File: src/rtl/mem_stage.sv
// mem_stage: memory-access stage of the 5-stage core.
//
// Sits behind the EX/MEM register. It turns the registered load/store fields
// into a request/grant/response transaction on the data bus. Store data is
// lane-replicated with matching byte enables, and load data is shifted down
// and then sign- or zero-extended. Misaligned accesses are trapped without
// touching the bus. The stage owns the MEM/WB register.
//
// Ports
//   clk, cpurst           : core clock, asynchronous active-high reset
//   ex2mem_*_ffout        : registered EX/MEM fields (rd, ALU result, address,
//                           store data, funct3, access kind, exception, PC)
//   dbus_req/we/addr/wdata/be : bus request side, held stable until dbus_gnt
//   dbus_gnt              : request accepted (ignored while dbus_req=0)
//   dbus_rvalid/rdata     : load response (ignored outside RESP)
//   mem_stall             : holds EX/MEM and upstream while an access is open
//   mem2wb_*              : MEM/WB register outputs
//   dbg_state             : current FSM state (0 IDLE, 1 REQ, 2 RESP)
//
// Handshake: a bus transfer happens in a cycle with dbus_req=1 and dbus_gnt=1.
// A load completes later in the single cycle with dbus_rvalid=1 while in RESP.
module mem_stage (
    input  logic        clk,
    input  logic        cpurst,
    input  logic        ex2mem_wr_reg_ffout,
    input  logic [4:0]  ex2mem_wr_regindex_ffout,
    input  logic [31:0] ex2mem_wr_wdata_ffout,
    input  logic [31:0] ex2mem_memaddr_ffout,
    input  logic [31:0] ex2mem_wr_memwdata_ffout,
    input  logic [2:0]  ex2mem_mem_op_ffout,
    input  logic        ex2mem_mem_en_ffout,
    input  logic        ex2mem_load_ffout,
    input  logic        ex2mem_store_ffout,
    input  logic        ex2mem_exp_ffout,
    input  logic [31:0] ex2mem_pc_ffout,
    output logic        dbus_req,
    output logic        dbus_we,
    output logic [31:0] dbus_addr,
    output logic [31:0] dbus_wdata,
    output logic [3:0]  dbus_be,
    input  logic        dbus_gnt,
    input  logic        dbus_rvalid,
    input  logic [31:0] dbus_rdata,
    output logic        mem_stall,
    output logic        mem2wb_wr_reg,
    output logic [4:0]  mem2wb_wr_regindex,
    output logic [31:0] mem2wb_wr_wdata,
    output logic        mem2wb_exp_ffout,
    output logic        mem2wb_misalign,
    output logic [31:0] mem2wb_badaddr,
    output logic [31:0] mem2wb_pc,
    output logic [1:0]  dbg_state
);

    typedef enum logic [1:0] {
        IDLE = 2'd0,
        REQ  = 2'd1,
        RESP = 2'd2
    } state_t;

    state_t      state;
    logic        aligned;
    logic        active;
    logic        mis_acc;
    logic        done_now;
    logic [31:0] shifted;
    logic [31:0] load_data;

    // Reserved funct3 encodings (011, 110, 111) are treated as misaligned so
    // they trap instead of reaching the bus.
    always_comb begin
        aligned = 1'b0;
        case (ex2mem_mem_op_ffout)
            3'b000, 3'b100: aligned = 1'b1;
            3'b001, 3'b101: aligned = ~ex2mem_memaddr_ffout[0];
            3'b010:         aligned = (ex2mem_memaddr_ffout[1:0] == 2'b00);
            default:        aligned = 1'b0;
        endcase
    end

    assign active  = ex2mem_mem_en_ffout & ~ex2mem_exp_ffout & aligned;
    assign mis_acc = ex2mem_mem_en_ffout & ~ex2mem_exp_ffout & ~aligned;

    // The access finishes this cycle: a store on grant, a load on its response.
    always_comb begin
        done_now = 1'b0;
        case (state)
            IDLE:    done_now = active & dbus_gnt & ex2mem_store_ffout;
            REQ:     done_now = dbus_gnt & ex2mem_store_ffout;
            RESP:    done_now = dbus_rvalid;
            default: done_now = 1'b0;
        endcase
    end

    // Reset gates the combinational outputs so that an aborted transaction
    // releases the bus and the pipeline in the same cycle.
    assign mem_stall = ~cpurst & active & ~done_now;
    assign dbus_req  = ~cpurst & (((state == IDLE) & active) | (state == REQ));
    assign dbus_we   = ex2mem_store_ffout;
    assign dbus_addr = {ex2mem_memaddr_ffout[31:2], 2'b00};
    assign dbg_state = state;

    always_comb begin
        dbus_wdata = ex2mem_wr_memwdata_ffout;
        dbus_be    = 4'b1111;
        case (ex2mem_mem_op_ffout[1:0])
            2'b00: begin
                dbus_wdata = {4{ex2mem_wr_memwdata_ffout[7:0]}};
                dbus_be    = 4'b0001 << ex2mem_memaddr_ffout[1:0];
            end
            2'b01: begin
                dbus_wdata = {2{ex2mem_wr_memwdata_ffout[15:0]}};
                dbus_be    = ex2mem_memaddr_ffout[1] ? 4'b1100 : 4'b0011;
            end
            default: begin
                dbus_wdata = ex2mem_wr_memwdata_ffout;
                dbus_be    = 4'b1111;
            end
        endcase
    end

    assign shifted = dbus_rdata >> {ex2mem_memaddr_ffout[1:0], 3'b000};

    always_comb begin
        load_data = shifted;
        case (ex2mem_mem_op_ffout)
            3'b000:  load_data = {{24{shifted[7]}}, shifted[7:0]};
            3'b100:  load_data = {24'd0, shifted[7:0]};
            3'b001:  load_data = {{16{shifted[15]}}, shifted[15:0]};
            3'b101:  load_data = {16'd0, shifted[15:0]};
            default: load_data = shifted;
        endcase
    end

    always_ff @(posedge clk or posedge cpurst) begin
        if (cpurst) begin
            state <= IDLE;
        end else begin
            case (state)
                IDLE: begin
                    if (active) begin
                        if (dbus_gnt) state <= ex2mem_store_ffout ? IDLE : RESP;
                        else          state <= REQ;
                    end
                end
                REQ: begin
                    if (dbus_gnt) state <= ex2mem_store_ffout ? IDLE : RESP;
                end
                RESP: begin
                    if (dbus_rvalid) state <= IDLE;
                end
                default: state <= IDLE;
            endcase
        end
    end

    // MEM/WB register. A stalled cycle inserts a bubble. An exception, whether
    // it came from upstream or is a local misalignment, suppresses the rd write.
    always_ff @(posedge clk or posedge cpurst) begin
        if (cpurst) begin
            mem2wb_wr_reg      <= 1'b0;
            mem2wb_wr_regindex <= 5'd0;
            mem2wb_wr_wdata    <= 32'd0;
            mem2wb_exp_ffout   <= 1'b0;
            mem2wb_misalign    <= 1'b0;
            mem2wb_badaddr     <= 32'd0;
            mem2wb_pc          <= 32'd0;
        end else begin
            mem2wb_pc <= ex2mem_pc_ffout;
            if (mem_stall) begin
                mem2wb_wr_reg    <= 1'b0;
                mem2wb_exp_ffout <= 1'b0;
                mem2wb_misalign  <= 1'b0;
            end else begin
                mem2wb_wr_reg      <= ex2mem_wr_reg_ffout & ~ex2mem_exp_ffout & ~mis_acc;
                mem2wb_wr_regindex <= ex2mem_wr_regindex_ffout;
                mem2wb_wr_wdata    <= (active & ex2mem_load_ffout) ? load_data
                                                                    : ex2mem_wr_wdata_ffout;
                mem2wb_exp_ffout   <= ex2mem_exp_ffout | mis_acc;
                mem2wb_misalign    <= mis_acc;
                mem2wb_badaddr     <= ex2mem_memaddr_ffout;
            end
        end
    end

endmodule

File: config.mk
export PLATFORM = sky130hd
export DESIGN_NAME = mem_stage
export DESIGN_NICKNAME = d
export VERILOG_FILES = /design/src/rtl/mem_stage.sv
export SDC_FILE = /design/constraint.sdc
export NUM_CORES = 1
export LEC_CHECK = 0
export CAP_MARGIN = 30
export CORE_AREA = 2 2 136 138
export CTS_CLUSTER_SIZE = 24
export DETAILED_ROUTE_END_ITERATION = 10
export DIE_AREA = 0 0 138 140
export PLACE_DENSITY = 0.68
export SETUP_SLACK_MARGIN = 0.05
export SYNTH_ARGS = -nofsm -noshare
export SYNTH_HDL_FRONTEND = slang
export SYNTH_SLANG_ARGS = --single-unit
File: constraint.sdc
create_clock -name clk -period 7.4 [get_ports clk]
set_input_delay 1.48 -clock clk [delete_from_list [all_inputs] [get_ports clk]]
set_output_delay 1.48 -clock clk [all_outputs]
set_load 0.005 [all_outputs]
==> results.sh <==
export IMPL_synth_top_area_share=0.4915
export IMPL_crit_required_ps=5920
export IMPL_final_max_slew_viol_count=0
export IMPL_max_freq_ghz=0.1699
export IMPL_pin_count=354
export IMPL_power_leakage_nw=3.621
export IMPL_worstSetupEndpointType="output port"
export IMPL_cts_root_buf="clkbuf_16"
export IMPL_slew_headroom=0.2902
export IMPL_die_area_um2=19320
export IMPL_drt_wl_total_um=19980
export IMPL_grt_start_max_net_pins=65
export IMPL_fin_ws_ps=1514
export IMPL_fp_dieH_um=140
export IMPL_yosysTopAreaCell="dfrtp_1"
export IMPL_hp_class="reg2reg"
export IMPL_fin_skew_ps=3.158
export IMPL_worst_pin_slew_ps=1062
export IMPL_crit_path_start_kind="primary input"
export IMPL_cts_buffers=9
export IMPL_synth_top_cells_by_area="dfrtp_1 49%, mux2_1 6.7%, mux2i_1 6.1%, buf_4 5.7%, o2bb2ai_1 5.0%"
export IMPL_drc=0
export IMPL_p_sw_frac=0.2439
export IMPL_synth_edf_count=0
export IMPL_grt_usage=0.2017
export IMPL_p_seq_frac=0.432
export IMPL_path_class="in2out"
export IMPL_ys_async_sr_fraction=1.000
export IMPL_nets=960
export IMPL_fill_cells=1597
export IMPL_clk_pin_slew_ps=70
export IMPL_regArea_um2=2653
export IMPL_routed_via_density=4.788
export IMPL_vdd_ir_drop_worst_uv=98.00
export IMPL_critical_path_max_fanout=63
export IMPL_cap_viol_max_count=0
export IMPL_reg_top3="mem2wb_badaddr x32, mem2wb_pc x32, mem2wb_wr_wdata x32"
export IMPL_fin_crit_sh=0.7954
export IMPL_netlist_area_um2=5396
export IMPL_drive_above_1_share=0.05478
export IMPL_p_switching_w=0.0003588
export IMPL_hold_buffers=0
export IMPL_combPwrFrac=0.249
export IMPL_status="finished, final reports clean"
export IMPL_grt_pass1_vias=5002
export IMPL_pre_cts_slack_ps=1520
export IMPL_area_growth_pct=67.31
export IMPL_row_count=49
export IMPL_start_util=0.3035
export IMPL_synth_warning_count=0
export IMPL_gr_total_overflow=0
export IMPL_setup_viol=0
export IMPL_htreeDepth=3
export IMPL_syn_area_per_cell_um2=10.99
export IMPL_place_congestion=0.8531
export IMPL_cts_sinks=106
export IMPL_insertion_delay_ps=340
export IMPL_ys_types=40
export IMPL_grt_pass1_wl_um=30440
export IMPL_via_count=4865
export IMPL_antenna_found_initial=2
export IMPL_cts_tree="built"
export IMPL_first_iter_violations=263
export IMPL_rsz0062_at_grt="false"
export IMPL_hold_viol_final=0
export IMPL_power_density_nw_per_um2=162.9
export IMPL_postCtsResizedCells=0
export IMPL_syn_inst=491
export IMPL_wire_per_inst_um=19.66
export IMPL_arrival_ps=4410
export IMPL_die_width_um=138
export IMPL_cts_setup_buffers=0
export IMPL_hpwlAfterDp_um=15540
export IMPL_layout_min_cycle_time_ps=5886
export IMPL_ys_ff_latch=106
export IMPL_setup_tns_ps=0
export IMPL_drt_pass1_iter_count=4
export IMPL_p_clk_frac=0.319
export IMPL_core_um2=17780
export IMPL_multiInputGateArea_um2=2202
export IMPL_cts_max_path_buffers=2
export IMPL_ys_seq_area_frac=0.4915
export IMPL_synth_ff_type="dfrtp_1"
export IMPL_io_buffers=351
export IMPL_p_int_w=0.001112
export IMPL_ant_nets=0
[placed cells by master (no fill, tap or decap), types with 9 or more instances in the layout]
cell type / synthesis / layout
o22ai_1: 24 / 24
o21ai_0: 9 / 9
mux2_1: 32 / 32
dfrtp_1: 106 / 106
nor2_1: 13 / 13
nand2_1: 55 / 55
clkbuf_16: 0 / 9
buf_4: 41 / 9
mux2_2: 13 / 13
o2bb2ai_1: 31 / 31
mux2i_1: 33 / 33
clkdlybuf4s50_1: 0 / 350
a211oi_1: 16 / 16
a221o_1: 9 / 9
[path summary, 6_finish.rpt]
| check | to | slack [ps] | cells after the start | startpoint |
|---|---|---|---|---|
| min reg2reg | mem2wb_wr_wdata[15] | 490 | 1 | mem2wb_wr_wdata[15] |
| max in group asynchronous | mem2wb_wr_wdata[20] | 4540 | 3 | cpurst |
| max | mem_stall | 1510 | 7 | ex2mem_mem_op_ffout[0] |
| max reg2reg | mem2wb_badaddr[5] | 4830 | 6 | dbg_state[1] |
| min in group asynchronous | mem2wb_pc[28] | 1610 | 2 | cpurst |
| min | mem2wb_wr_wdata[15] | 490 | 1 | mem2wb_wr_wdata[15] |
[final cells by class]
| class | count | area share |
|---|---|---|
| diodes | 2 | 0.0005543 |
| clock buffers | 11 | 0.02688 |
| clock inverters | 2 | 0.004296 |
| inverters | 4 | 0.002772 |
| multi-input cells | 302 | 0.2439 |
| flip-flops and latches | 106 | 0.2938 |
| well taps | 229 | 0.03174 |
| repair buffers | 360 | 0.3961 |
[routing by layer]
metal  track usage  vias to the layer above  routed length, µm
met5             0                        -                  0
met4       0.06069                        0                400
met3       0.04274                       26                955
met2        0.3364                      177               9897
met1        0.2648                     2341               8724
li1              -                     2321                  -
[logic make-up (layout without fill, tap and decap cells)]
group / count (synthesis) / after routing / share of synthesized area
buffers and inverters: 84 / 377 / 0.1018
AND/OR/NAND/NOR: 104 / 104 / 0.08788
flip-flops: 106 / 106 / 0.4915
multiplexers: 79 / 79 / 0.1593
AO/OA/AOI/OAI: 117 / 117 / 0.1588
other: 1 / 4 / 0.0006949
[through the flow]
stage	util	cells	area (µm²)	total power (W)	hold slack, ps
finish	0.5078	1016	9029	0.001471	487.7
global route	0.5078	1016	9029	0.001539	507.9
CTS	0.5071	1013	9016	0.001493	492.6
detailed placement	0.4913	1000	8735	0.001013	472.8
global placement	0.4913	1000	8735	0.001010	473.2
floorplan	-	492	5400	0.0007697	479.4
[synth_stat cells (5+ instances only)]
cell       count
buf_4         41
nand2b_1       5
buf_6          6
nor2_1        13
a211oi_1      16
nand3_1        7
a31oi_1        8
o22ai_1       24
mux2i_1       33
nor2b_1        6
a21oi_1        9
nor3_1         8
mux2_2        13
dfrtp_1      106
mux2_1        32
o2bb2ai_1     31
a221o_1        9
nand2_1       55
clkbuf_1      23
o21ai_0        9
[critical path, cell delays in order]
cell and delay, ps:
clkdlybuf4s50_1 400, buf_4 220, or4_4 650, a21o_1 200, or2_1 390, inv_8 380, clkdlybuf4s50_1 610
[power by group through the flow]
| stage | Combinational [W] | Clock, W | Sequential, W |
|---|---|---|---|
| floorplan | 0.000121 | 0 | 0.000649 |
| global placement | 0.000365 | 0 | 0.000645 |
| detailed placement | 0.000367 | 0 | 0.000646 |
| CTS | 0.000369 | 0.000488 | 0.000635 |
| global route | 0.000391 | 0.000509 | 0.000639 |
| finish | 0.000366 | 0.000470 | 0.000635 |
(Power assumes the default switching activity.)
